--- src/rtl/srlatch_ctrl_pkg.sv ---
// Shared definitions for the SR latch controller.
//   state_t  : FSM state encoding (IDLE, PULSE, GAP, CHECK)
//   OP_SET   : requester op value that drives the latch set input
//   OP_RESET : requester op value that drives the latch reset input
package srlatch_ctrl_pkg;

  typedef enum logic [1:0] {
    ST_IDLE  = 2'd0,
    ST_PULSE = 2'd1,
    ST_GAP   = 2'd2,
    ST_CHECK = 2'd3
  } state_t;

  localparam logic OP_SET   = 1'b1;
  localparam logic OP_RESET = 1'b0;

endpackage

--- src/rtl/rr_arb2.sv ---
// Two-requester round-robin arbiter.
// Ports:
//   clk, rst : clock and asynchronous active-high reset
//   req[1:0] : request vector, bit 0 = A, bit 1 = B
//   advance  : a grant is being taken this cycle; priority moves on
//   gnt[1:0] : one-hot combinational grant (zero when no request)
// After reset requester A has priority. Priority only moves when a grant
// is actually taken, and it then favours the requester not just served.
module rr_arb2 (
  input  logic       clk,
  input  logic       rst,
  input  logic [1:0] req,
  input  logic       advance,
  output logic [1:0] gnt
);

  // 1: B wins a tie, 0: A wins a tie
  logic prio_b;

  always_comb begin
    gnt = 2'b00;
    if (req[0] && (!req[1] || !prio_b)) begin
      gnt = 2'b01;
    end else if (req[1]) begin
      gnt = 2'b10;
    end
  end

  always_ff @(posedge clk or posedge rst) begin
    if (rst) begin
      prio_b <= 1'b0;
    end else if (advance && (gnt != 2'b00)) begin
      // Serving A hands the next tie to B, and vice versa.
      prio_b <= gnt[0];
    end
  end

endmodule

--- src/rtl/srlatch_ctrl.sv ---
// Controller sharing one external NAND SR latch between two requesters.
// Each operation drives a fixed-width active-low pulse on s_n (set) or
// r_n (reset), waits a recovery gap with both inputs high, then compares
// the synchronised latch output against the requested value.
// Ports:
//   clk, rst           : clock and asynchronous active-high reset
//   req_a, op_a, gnt_a : requester A (level request, op 1=set, 1-cycle grant)
//   req_b, op_b, gnt_b : requester B
//   s_n, r_n           : active-low latch set / reset, never low together
//   q_in               : asynchronous latch Q feedback
//   q_exp              : expected latch state after the last completed op
//   busy               : high outside IDLE
//   done               : one-cycle pulse while in CHECK
//   mismatch           : latch disagreed with q_exp at the last CHECK
module srlatch_ctrl
  import srlatch_ctrl_pkg::*;
#(
  parameter int PULSE_W = 2,
  parameter int GAP_W   = 3,
  parameter int CNT_W   = 4
) (
  input  logic clk,
  input  logic rst,
  input  logic req_a,
  input  logic op_a,
  output logic gnt_a,
  input  logic req_b,
  input  logic op_b,
  output logic gnt_b,
  output logic s_n,
  output logic r_n,
  input  logic q_in,
  output logic q_exp,
  output logic busy,
  output logic done,
  output logic mismatch
);

  localparam logic [CNT_W-1:0] PULSE_LOAD = CNT_W'(PULSE_W - 1);
  localparam logic [CNT_W-1:0] GAP_LOAD   = CNT_W'(GAP_W - 1);

  state_t           state, state_d;
  logic [CNT_W-1:0] cnt, cnt_d;
  logic             op_r, op_r_d;
  logic             s_n_d, r_n_d;
  logic             gnt_a_d, gnt_b_d;
  logic             busy_d, done_d;
  logic             q_exp_d, mismatch_d;
  logic             sel_op;
  logic             q_meta, q_sync;
  logic [1:0]       arb_gnt;
  logic             in_idle;

  assign in_idle = (state == ST_IDLE);

  rr_arb2 u_arb (
    .clk     (clk),
    .rst     (rst),
    .req     ({req_b, req_a}),
    .advance (in_idle),
    .gnt     (arb_gnt)
  );

  // q_in is asynchronous to clk; only q_sync may be used by the logic.
  always_ff @(posedge clk or posedge rst) begin
    if (rst) begin
      q_meta <= 1'b0;
      q_sync <= 1'b0;
    end else begin
      q_meta <= q_in;
      q_sync <= q_meta;
    end
  end

  // NOTE: every signal is given a default before the case statement so no
  // path leaves one unassigned, which would otherwise infer a latch.
  always_comb begin
    state_d    = state;
    cnt_d      = cnt;
    op_r_d     = op_r;
    s_n_d      = 1'b1;
    r_n_d      = 1'b1;
    gnt_a_d    = 1'b0;
    gnt_b_d    = 1'b0;
    done_d     = 1'b0;
    q_exp_d    = q_exp;
    mismatch_d = mismatch;
    sel_op     = arb_gnt[0] ? op_a : op_b;

    unique case (state)
      ST_IDLE: begin
        if (arb_gnt != 2'b00) begin
          op_r_d  = sel_op;
          gnt_a_d = arb_gnt[0];
          gnt_b_d = arb_gnt[1];
          s_n_d   = (sel_op != OP_SET);
          r_n_d   = (sel_op == OP_SET);
          cnt_d   = PULSE_LOAD;
          state_d = ST_PULSE;
        end
      end
      ST_PULSE: begin
        if (cnt == '0) begin
          // Both inputs return high together; the defaults already do that.
          cnt_d   = GAP_LOAD;
          state_d = ST_GAP;
        end else begin
          s_n_d = (op_r != OP_SET);
          r_n_d = (op_r == OP_SET);
          cnt_d = cnt - 1'b1;
        end
      end
      ST_GAP: begin
        if (cnt == '0) begin
          // Result registers update on entry so they are valid alongside done.
          done_d     = 1'b1;
          q_exp_d    = op_r;
          mismatch_d = (q_sync != op_r);
          state_d    = ST_CHECK;
        end else begin
          cnt_d = cnt - 1'b1;
        end
      end
      ST_CHECK: begin
        state_d = ST_IDLE;
      end
      default: begin
        state_d = ST_IDLE;
      end
    endcase

    busy_d = (state_d != ST_IDLE);
  end

  // NOTE: state registers use non-blocking assignments so every flop samples
  // the pre-edge values regardless of statement order.
  always_ff @(posedge clk or posedge rst) begin
    if (rst) begin
      state    <= ST_IDLE;
      cnt      <= '0;
      op_r     <= OP_RESET;
      s_n      <= 1'b1;
      r_n      <= 1'b1;
      gnt_a    <= 1'b0;
      gnt_b    <= 1'b0;
      busy     <= 1'b0;
      done     <= 1'b0;
      q_exp    <= 1'b0;
      mismatch <= 1'b0;
    end else begin
      state    <= state_d;
      cnt      <= cnt_d;
      op_r     <= op_r_d;
      s_n      <= s_n_d;
      r_n      <= r_n_d;
      gnt_a    <= gnt_a_d;
      gnt_b    <= gnt_b_d;
      busy     <= busy_d;
      done     <= done_d;
      q_exp    <= q_exp_d;
      mismatch <= mismatch_d;
    end
  end

endmodule

--- config.mk ---
export PLATFORM = sky130hd
export DESIGN_NAME = srlatch_ctrl
export DESIGN_NICKNAME = d
export VERILOG_FILES = /design/src/rtl/srlatch_ctrl_pkg.sv /design/src/rtl/rr_arb2.sv /design/src/rtl/srlatch_ctrl.sv
export SDC_FILE = /design/constraint.sdc
export NUM_CORES = 1
export LEC_CHECK = 0
export ABC_AREA = 0
export CORE_MARGIN = 2
export CORE_UTILIZATION = 36
export DETAILED_ROUTE_END_ITERATION = 16
export PLACE_DENSITY = 0.54
export SYNTH_ARGS = -nofsm -noshare
export SYNTH_HDL_FRONTEND = slang
export SYNTH_SLANG_ARGS = --single-unit
export TNS_END_PERCENT = 20
--- constraint.sdc ---
create_clock -name clk -period 3.05 [get_ports clk]
set_input_delay 0.4575 -clock clk [delete_from_list [all_inputs] [get_ports clk]]
set_output_delay 0.4575 -clock clk [all_outputs]
set_load 0.01 [all_outputs]
# After elaboration in Yosys (flattened, before gate mapping)
# Cells that the tools add are included.
# totals
reg_bits	18
in_bits	7
output_inout_bits	8
# classes
n_eq_ne	6
reduce_logical	13
bitwise_logic	2
mux	23
add_sub_neg	1
# op_table
operator	n
$mux 4	3
$pmux 4 s3	1
$mux 1	11
$mux 2	5
$pmux 2 s4	1
$eq 2x2->1 const B	2
$logic_not 4->1	1
$ne 2x2->1 const B	2
$pmux 1 s2	2
$reduce_and 2->1	2
$reduce_bool 2->1	2
$sub 4x1->4 const B	1
$reduce_and 3->1	1
$reduce_bool 3->1	1
$eq 2x1->1 const B	1
$logic_and 1x1->1	2
$logic_not 1->1	2
$logic_not 2->1	1
$not 1->1	2
$logic_or 1x1->1	1
$ne 1x1->1	1

# Logic depth before layout (Yosys ltp)
# Gate-level depths: netlist of run 1.
# depth
ltp_word	8
ltp_mapped	6
depth_no_buf	5

# By module
# A second synthesis of run 1 with hierarchy kept.
# unflattened
cells_unflattened	90
area_unflattened_um2	940.9
# modules_own_cells
mod	seq_area_each_um2	cells_per_inst	area_per_inst_um2	n_inst
srlatch_ctrl	427.9	83	882.1	1
rr_arb2	25.0	7	58.8	1

# Least setup slack after synthesis of run 1
# OpenSTA, ideal clock, no wires.
# synth_path
path_type	register -> register
startpoint	reg state[0]
endpoint	reg q_exp
setup_slack_ps	1508
stages_incl_launch_ff	6
arrival_time_ps	1417
t_required_ps	2925
setup_time_ps	125
cell_sequence	dfrtp_1 -> inv_1 -> ha_1 -> nor4bb_1 -> buf_2 -> mux2_2
# synth_between
elab_chain_cells	2
# synth_lines
element	line_no	rtl
from (decl)	srlatch_ctrl.sv:42	state_t state, state_d;
from (signal assigned)	srlatch_ctrl.sv:151	state <= state_d;
$eq 2x2->1	srlatch_ctrl.sv:90	unique case (state)
$reduce_and 2->1 (no line)	--	
to (signal assigned)	srlatch_ctrl.sv:160	q_exp <= q_exp_d;
to (decl)	srlatch_ctrl.sv:33	output logic q_exp,
# Every way passes these cells.
# A chain may end at the register's enable or synchronous reset.

# Final worst setup path of run 1
# layout_path
startpoint	reg state[0]
endpoint	reg cnt[2]
# layout_between
elab_chain_cells	3
word_cells_on_any_way	8
cone_classes	eq/ne (4); mux (1); reduce/logical (3)
# layout_lines
element	line_no	rtl
$eq 2x2->1, or another cell as far along	srlatch_ctrl.sv:90	
$ne 2x2->1 (no line) or $reduce_bool 3->1 (tied branches)	--	
$reduce_and 3->1 (no line)	--	
to (signal assigned)	srlatch_ctrl.sv:152	cnt <= cnt_d;
to (decl)	srlatch_ctrl.sv:43	logic [CNT_W-1:0] cnt, cnt_d;
# Several ways; a longest one is shown, not always the timed one.

==> results.json, run 1 <==
{
  "status": "completed",
  "synth_seq_cells": 18,
  "crit_buf_inv": 1,
  "worst_hold_slack_ns": 0.385,
  "synth_flop_cell": "dfrtp_1",
  "ctsHoldBuffers": 0,
  "tns_ns": 0,
  "die_y_um": 54.8,
  "syn_nets": 100,
  "io_buffers": 14,
  "antennaDiodeCount": 0,
  "io_pins": 15,
  "min_to": "q_sync$_DFF_PP0_",
  "post_cts_buffers": 0,
  "worstPathMaxFanout": 12,
  "avgViaCountPerCell": 5.19,
  "relSlewSlack": 0.537,
  "synth_top_cell_by_area": "dfrtp_1",
  "drtPass1Iterations": 4,
  "grt_max_degree": 19,
  "wl_um": 1880,
  "ys_top_cells_by_area": "dfrtp_1 (43%), ha_1 (8.1%), dfstp_2 (5.7%), inv_1 (3.2%), nand2_1 (3.2%)",
  "drc_errors": 0,
  "fin_skew_ns": 0.00818,
  "yosys-top-cells-count": "dfrtp_1 (16), inv_1 (8), nand2_1 (8)",
  "post-route-period-util": 0.611,
  "powerDensity_nw_per_um2": 965,
  "drive_above_1_share": 0.144,
  "yosysSeqAreaShare": 0.489,
  "first_iter_violations": 7,
  "netlist.area_leader.share": 0.432,
  "hold_class": "flip-flop to flip-flop",
  "crit_chain": "inv_1 > ha_1 > nor3b_2 > nor4_1 > a22o_2",
  "finalWeightedCongestion": 0.885,
  "grt_overflow": 0,
  "die-area_um2": 3000,
  "grt_pass1_vias": 633,
  "grt_antenna_before_repair": 0,
  "worstSetupPathType": "flip-flop to flip-flop",
  "setup_violations": 0,
  "slowest_stage": "dfrtp_1",
  "crit_arrival_ns": 2.05,
  "rr_startpoint": "state[0]$_DFF_PP0_",
  "cts.reportedPaths.clkPinSlew_ns": 0.10,
  "drv_cap": 0,
  "fmax_mhz": 537,
  "reg2reg_depth": 5,
  "insertion_delay_ns": 0.29,
  "r2r_slack_ns": 1.19,
  "setup.worst_path.end_class": "flip-flop",
  "cts_buffer_depth": 2,
  "drv_slew": 0,
  "cp-start-kind": "flip-flop",
  "synth_area_um2": 927,
  "fp.coreArea_um2": 2450,
  "synthCells": 87,
  "async_flop_share": 1.00,
  "syn_area_per_cell_um2": 10.7,
  "yosysMostFrequentCell": "dfrtp_1",
  "leakagePower_nw": 0.508,
  "worst_hold_path.num_cells": 0,
  "nets": 118,
  "worstPathRequired_ns": 3.24,
  "rsz0062_at_grt": "false",
  "cts.repair.resized": 0,
  "fill_cells": 234,
  "grt_pass1_wl_um": 3020,
  "worst_ir_drop_vdd_mv": 0.581,
  "yosysUniqueCellTypes": 35,
  "area.growth.synth_to_final_pct": 22.9,
  "ant_nets": 0,
  "cts_root_buf": "clkbuf_4",
  "synth_edf_count": 0,
  "crit_family": "simple AND/OR/NAND/NOR gates",
  "hp-start": "q_meta$_DFF_PP0_",
  "wire_per_inst_um": 14.0,
  "hold_viol": 0,
  "vias": 695,
  "initial_core_util": 0.378,
  "cts_sinks": 18,
  "cts_made_buffers": 3,
  "num_rows": 18,
  "r2r_end": "cnt[2]$_DFFE_PP0P_",
  "dieWidth_um": 54.8,
  "worst_slew_pin_slew_ns": 0.693,
  "cts_tree": "built",
  "ys_warn_count": 0,
  "post-dp-hpwl_um": 1390,
  "slowest_delay_ns": 0.44,
  "htreeDepth": 1,
  "grt_usage": 0.143,
  "period_needed_ns": 1.86
}
-- cell families after synthesis --
| kind of cell | Yosys count | synth area share |
|---|---|---|
| AO/OA/AOI/OAI | 24 | 0.192 |
| XOR/XNOR | 1 | 0.00945 |
| adder cells (fa/ha/maj) | 6 | 0.0810 |
| buffers and inverters | 10 | 0.0418 |
| flip-flops | 18 | 0.489 |
| multiplexers | 2 | 0.0229 |
| AND/OR/NAND/NOR | 26 | 0.165 |
-- routing by layer --
layer,vias up,GRT usage,share of wire
met1,331,0.199,0.52
met3,2,0.0492,0.032
met4,0,0.0250,0.0069
met2,10,0.214,0.44
met5,-,0,0
li1,352,-,-
-- worst max path at each step --
| stage | from | end | slack (ns) | cells past startpoint |
|---|---|---|---|---|
| floorplan | state[0]$_DFF_PP0_ | q_exp$_DFFE_PP0N_ | 1.51 | 5 |
| global placement | req_b | busy$_DFF_PP0_ | 1.19 | 4 |
| detailed placement | req_b | cnt[2]$_DFFE_PP0P_ | 1.15 | 4 |
| CTS | state[0]$_DFF_PP0_ | cnt[2]$_DFFE_PP0P_ | 1.20 | 5 |
| global route | state[1]$_DFF_PP0_ | cnt[2]$_DFFE_PP0P_ | 1.06 | 5 |
| finish | state[0]$_DFF_PP0_ | cnt[2]$_DFFE_PP0P_ | 1.19 | 5 |
-- registers in the layout, summed over array words and instances, names as in the netlist --
register      flops
gnt_b             1
q_meta            1
q_sync            1
cnt               4
done              1
mismatch          1
q_exp             1
u_arb.prio_b      1
r_n               1
busy              1
state             2
op_r              1
s_n               1
gnt_a             1
-- cell usage in the layout, fill, tap and decap left out, drive strengths merged, types with 2 or more instances in the layout --
cell / Yosys / routed
dfrtp: 16 / 16
clkdlybuf4s50: 0 / 14
nand2: 8 / 8
inv: 8 / 8
nor2: 6 / 6
ha: 6 / 6
o21ai: 6 / 6
clkbuf: 1 / 4
nor3: 3 / 3
o211ai: 3 / 3
a21oi: 3 / 3
nor3b: 2 / 2
nor4: 2 / 2
dfstp: 2 / 2
a21boi: 2 / 2
or3b: 2 / 2
a22o: 2 / 2
-- layout make-up --
| class | instances | area [um2] | area share |
|---|---|---|---|
| Tap cell | 30 | 37.5 | 0.0329 |
| Multi-Input combinational cell | 59 | 435 | 0.382 |
| Sequential cell | 18 | 453 | 0.397 |
| Clock buffer | 4 | 36.3 | 0.0318 |
| Timing Repair Buffer | 15 | 148 | 0.130 |
| Inverter | 8 | 30.0 | 0.0263 |
-- metrics by stage --
step / power [W] / area [um2] / util / setup WS (ns) / instances
after floorplan: 0.000775 / 927 / - / 1.51 / 87
after global placement: 0.000949 / 1100 / 0.450 / 1.19 / 130
after detailed placement: 0.000959 / 1100 / 0.450 / 1.15 / 130
after CTS: 0.00111 / 1140 / 0.464 / 1.20 / 134
after global routing: 0.00120 / 1140 / 0.464 / 1.06 / 134
final: 0.00110 / 1140 / 0.464 / 1.19 / 134
-- where the power goes --
group	internal, W	total [W]	leakage (nW)	switching, W
combinational	0.000274	0.000544	0.264	0.000270
sequential	0.000336	0.000411	0.223	0.0000757
clock	0.0000727	0.000144	0.0210	0.0000714
total	0.000683	0.00110	0.508	0.000417
(Power assumes the default switching activity.)
==> run 2, diff against run 1 <==
Settings changed: PLACE_DENSITY 0.54 to 0.57.
Clock period 3.05 ns to 1.7 ns, I/O delays scaled along.
==> results.json, run 2 (synthesis results as in run 1) <==
{
  "mostFrequentLayoutCells": "dfrtp_1 (15), clkdlybuf4s50_1 (14), buf_4 (11)",
  "io_buffers": 14,
  "leakagePower_nw": 0.556,
  "worstPathMaxFanout": 4,
  "r2r_slack_ns": 0.07,
  "fmax_mhz": 615,
  "powerDensity_nw_per_um2": 1710,
  "post_cts_buffers": 0,
  "wl_um": 1890,
  "period_needed_ns": 1.63,
  "grt_antenna_before_repair": 0,
  "multiInputGateArea_um2": 442,
  "first_iter_violations": 9,
  "final_common_cell": "dfrtp_1",
  "setup.worst_path.end_class": "flip-flop",
  "nets": 128,
  "ctsHoldBuffers": 0,
  "io_pins": 15,
  "r2r_end": "busy$_DFF_PP0_",
  "initial_core_util": 0.378,
  "drtPass1Iterations": 4,
  "grt_pass1_wl_um": 3030,
  "crit_arrival_ns": 1.81,
  "die_y_um": 54.8,
  "htreeDepth": 1,
  "drv_slew": 0,
  "post-dp-hpwl_um": 1450,
  "setup_violations": 0,
  "fill_cells": 224,
  "cts_root_buf": "clkbuf_4",
  "crit_start": "cnt[1]$_DFFE_PP0P_",
  "post-route-period-util": 0.957,
  "register_area_um2": 454,
  "relSlewSlack": 0.737,
  "status": "completed",
  "insertion_delay_ns": 0.30,
  "cts_made_buffers": 3,
  "cp-start-kind": "flip-flop",
  "largest_reg_flops": 4,
  "power_w": 0.00209,
  "area.growth.synth_to_final_pct": 31.8,
  "fin_skew_ns": 0.0104,
  "grt_max_degree": 17,
  "drc_errors": 0,
  "placed_area_um2": 1180,
  "top_regs": "cnt: 4 flops, state: 2 flops",
  "cts.repair.resized": 0,
  "grt_overflow": 0,
  "drv_cap": 0,
  "ant_nets": 0,
  "hold_class": "input port to async pin",
  "die-area_um2": 3000,
  "avgViaCountPerCell": 5.10,
  "antennaDiodeCount": 0,
  "finalWeightedCongestion": 0.806,
  "grt_usage": 0.147,
  "rsz0062_at_grt": "true",
  "hold_viol": 0,
  "fp.coreArea_um2": 2450,
  "cts.reportedPaths.clkPinSlew_ns": 0.11,
  "worstPathRequired_ns": 1.88,
  "rr_startpoint": "cnt[1]$_DFFE_PP0P_",
  "wire_per_inst_um": 13.1,
  "cts_buffer_depth": 2,
  "crit_path_end": "busy$_DFF_PP0_",
  "reg2reg_depth": 5,
  "num_rows": 18,
  "design_area_um2": 1220,
  "cts_sinks": 18,
  "worstSetupPathType": "flip-flop to flip-flop",
  "grt_pass1_vias": 677,
  "worst_ir_drop_vdd_mv": 0.958,
  "vias": 734,
  "cts_tree": "built",
  "drive_above_1_share": 0.237,
  "dieWidth_um": 54.8,
  "worst_slew_pin_slew_ns": 0.392,
  "regMostFlops": "cnt"
}
## run 2: cell types whose count changed in the layout (fill, tap and decap cells not counted), sizes merged
| cell | change |
|---|---|
| buf | +10 |
## run 2: layout make-up
| cell class | instances | area share |
|---|---|---|
| Sequential cell | 18 | 0.372 |
| Multi-Input combinational cell | 59 | 0.361 |
| Timing Repair Buffer | 25 | 0.182 |
| Tap cell | 30 | 0.0307 |
| Clock buffer | 4 | 0.0297 |
| Inverter | 8 | 0.0246 |
## run 2: how the worst min path moves through the flow
stage                            end  slack [ns]  depth (start not counted)
floorplan             busy$_DFF_PP0_        0.19                          1
global placement    q_sync$_DFF_PP0_        0.34                          0
detailed placement  q_sync$_DFF_PP0_        0.35                          0
CTS                 q_sync$_DFF_PP0_         0.1                          2
global route        q_sync$_DFF_PP0_        0.11                          2
finish              q_sync$_DFF_PP0_        0.11                          2
## run 2: metrics by stage
| step | TNS [ns] | hold WS, ns | util | worst slack (ns) | cells |
|---|---|---|---|---|---|
| floorplan | 0 | 0.192 | - | 0.158 | 87 |
| global placement | 0 | 0.342 | 0.480 | 0.0898 | 140 |
| detailed placement | 0 | 0.345 | 0.480 | 0.0512 | 140 |
| CTS | 0 | 0.0985 | 0.495 | 0.0482 | 144 |
| global route | -0.0176 | 0.107 | 0.498 | -0.0150 | 144 |
| finish | 0 | 0.113 | 0.498 | 0.0738 | 144 |
## run 2: per-layer routing
metal / up-vias / track usage / routed length (um)
li1: 371 / - / -
met1: 350 / 0.193 / 949
met4: 0 / 0.0625 / 19
met5: - / 0 / 0
met2: 11 / 0.218 / 845
met3: 2 / 0.0492 / 77
## run 2: critical path, cell delays in order (launching register included)
cell and delay [ns]:
dfrtp_1 0.43, inv_1 0.09, ha_1 0.18, or3b_4 0.41
a211oi_2 0.27, o311ai_1 0.13
## run 2: where the power goes
group          total (W)  switching, W  internal [W]  leakage [nW]
registers       0.000726      0.000123      0.000603         0.221
logic            0.00109      0.000510      0.000582         0.314
clock network   0.000267      0.000137      0.000131        0.0210
total            0.00209      0.000769       0.00132         0.556
==> run 3, diff against run 2 <==
Settings changed: CORE_UTILIZATION 36 to 45, PLACE_DENSITY 0.57 to 0.69.
==> results.json, run 3 (synthesis results as in run 1) <==
{
  "status": "completed",
  "powerDensity_nw_per_um2": 1730,
  "drc_errors": 0,
  "worstSetupPathType": "flip-flop to flip-flop",
  "htreeDepth": 1,
  "worst_slew_pin_slew_ns": 0.383,
  "hold_class": "input port to async pin",
  "dieWidth_um": 49.4,
  "largest_reg_flops": 4,
  "relSlewSlack": 0.744,
  "drv_cap": 0,
  "cts_made_buffers": 3,
  "area.growth.synth_to_final_pct": 32.7,
  "final_common_cell": "dfrtp_1",
  "fp.coreArea_um2": 1960,
  "power_w": 0.00213,
  "grt_usage": 0.189,
  "cts_root_buf": "clkbuf_4",
  "fmax_mhz": 617,
  "top_layer_used": "met4",
  "fill_cells": 177,
  "worstPathMaxFanout": 6,
  "route.met2.wl_um": 1050,
  "regMostFlops": "cnt",
  "worst_hold_slack_ns": 0.163,
  "grt_max_degree": 13,
  "first_iter_violations": 20,
  "post-route-period-util": 0.953,
  "drv_slew": 0,
  "drtPass1Iterations": 4,
  "io_buffers": 14,
  "ant_nets": 0,
  "cts_buffer_depth": 2,
  "tns_ns": 0,
  "fin_ws_ns": 0.0800,
  "multiInputGateArea_um2": 475,
  "num_rows": 16,
  "ctsHoldBuffers": 0,
  "grt_pass1_wl_um": 3410,
  "antennaDiodeCount": 0,
  "register_area_um2": 454,
  "worstPathRequired_ns": 1.89,
  "post-dp-hpwl_um": 1460,
  "period_needed_ns": 1.62,
  "avgViaCountPerCell": 5.64,
  "leakagePower_nw": 0.547,
  "fin_skew_ns": 0.0108,
  "worst_ir_drop_vdd_mv": 1.16,
  "io_pins": 15,
  "hold_viol": 0,
  "mostFrequentLayoutCells": "dfrtp_1 (15), clkdlybuf4s50_1 (14), nand2_1 (8), inv_1 (8), buf_4 (8)",
  "top_regs": "cnt: 4 flops, state: 2 flops",
  "setup.worst_path.end_class": "flip-flop",
  "drt-met1-wl_um": 794,
  "dr_wl_met3_um": 145,
  "cts_tree": "built",
  "die_y_um": 49.4,
  "place_ws_ns": 0.0512,
  "grt_overflow": 0,
  "die-area_um2": 2440,
  "wire_per_inst_um": 14.9,
  "cts_sinks": 18,
  "cp-start-kind": "flip-flop",
  "crit_arrival_ns": 1.81,
  "wl_um": 2050,
  "cts.reportedPaths.clkPinSlew_ns": 0.10,
  "grt_antenna_before_repair": 0,
  "final_util": 0.627,
  "finalWeightedCongestion": 0.865,
  "initial_core_util": 0.473,
  "grt_pass1_vias": 774,
  "setup_violations": 0,
  "drive_above_1_share": 0.270,
  "insertion_delay_ns": 0.31,
  "vias": 779,
  "nets": 125
}
-- run 3: final cells by class --
type / instances / area share
multi-input cells: 59 / 0.387
well taps: 27 / 0.0275
clock buffers: 4 / 0.0295
flip-flops and latches: 18 / 0.369
inverters: 8 / 0.0244
repair buffers: 22 / 0.163
-- run 3: path summary, 6_finish.rpt --
path                               startpoint  cells past startpoint                 end  slack, ns
min in group clk             q_meta$_DFF_PP0_                      0    q_sync$_DFF_PP0_       0.38
max in group asynchronous                 rst                      3       r_n$_DFF_PP1_       1.01
max reg2reg                state[0]$_DFF_PP0_                      6  cnt[0]$_DFFE_PP0P_       0.08
min reg2reg                  q_meta$_DFF_PP0_                      0    q_sync$_DFF_PP0_       0.38
max                        state[0]$_DFF_PP0_                      6  cnt[0]$_DFFE_PP0P_       0.08
min                                       rst                      2     gnt_a$_DFF_PP0_       0.16
-- run 3: power breakdown --
part	leakage (nW)	internal, W	switching (W)	total (W)
registers	0.221	0.000603	0.000145	0.000748
logic	0.305	0.000584	0.000528	0.00111
clock network	0.0210	0.000131	0.000134	0.000265
-- run 3: what timing repair did --
item / CTS / global route
resized for setup: 0 / 9
setup buffers: 0 / 1
endpoints found under the hold margin: 0 / 0
setup endpoints to repair: 0 / 8
-- run 3: critical path: stages (launching register included) --
cell and delay (ns):
dfrtp_1 0.43, inv_1 0.09, ha_1 0.25, nor4bb_2 0.20, buf_4 0.17, nor4b_1 0.24, o22ai_1 0.13
-- run 3: layer usage --
metal | track usage | vias to the layer above
met1 | 0.230 | 378
li1 | - | 360
met3 | 0.0644 | 6
met4 | 0.0694 | 0
met5 | 0 | -
met2 | 0.311 | 35
-- run 3: through the flow --
stage / std cells / cell area (um2)
floorplan: 87 / 927
global placement: 133 / 1140
detailed placement: 133 / 1140
CTS: 137 / 1180
global route: 138 / 1230
finish: 138 / 1230
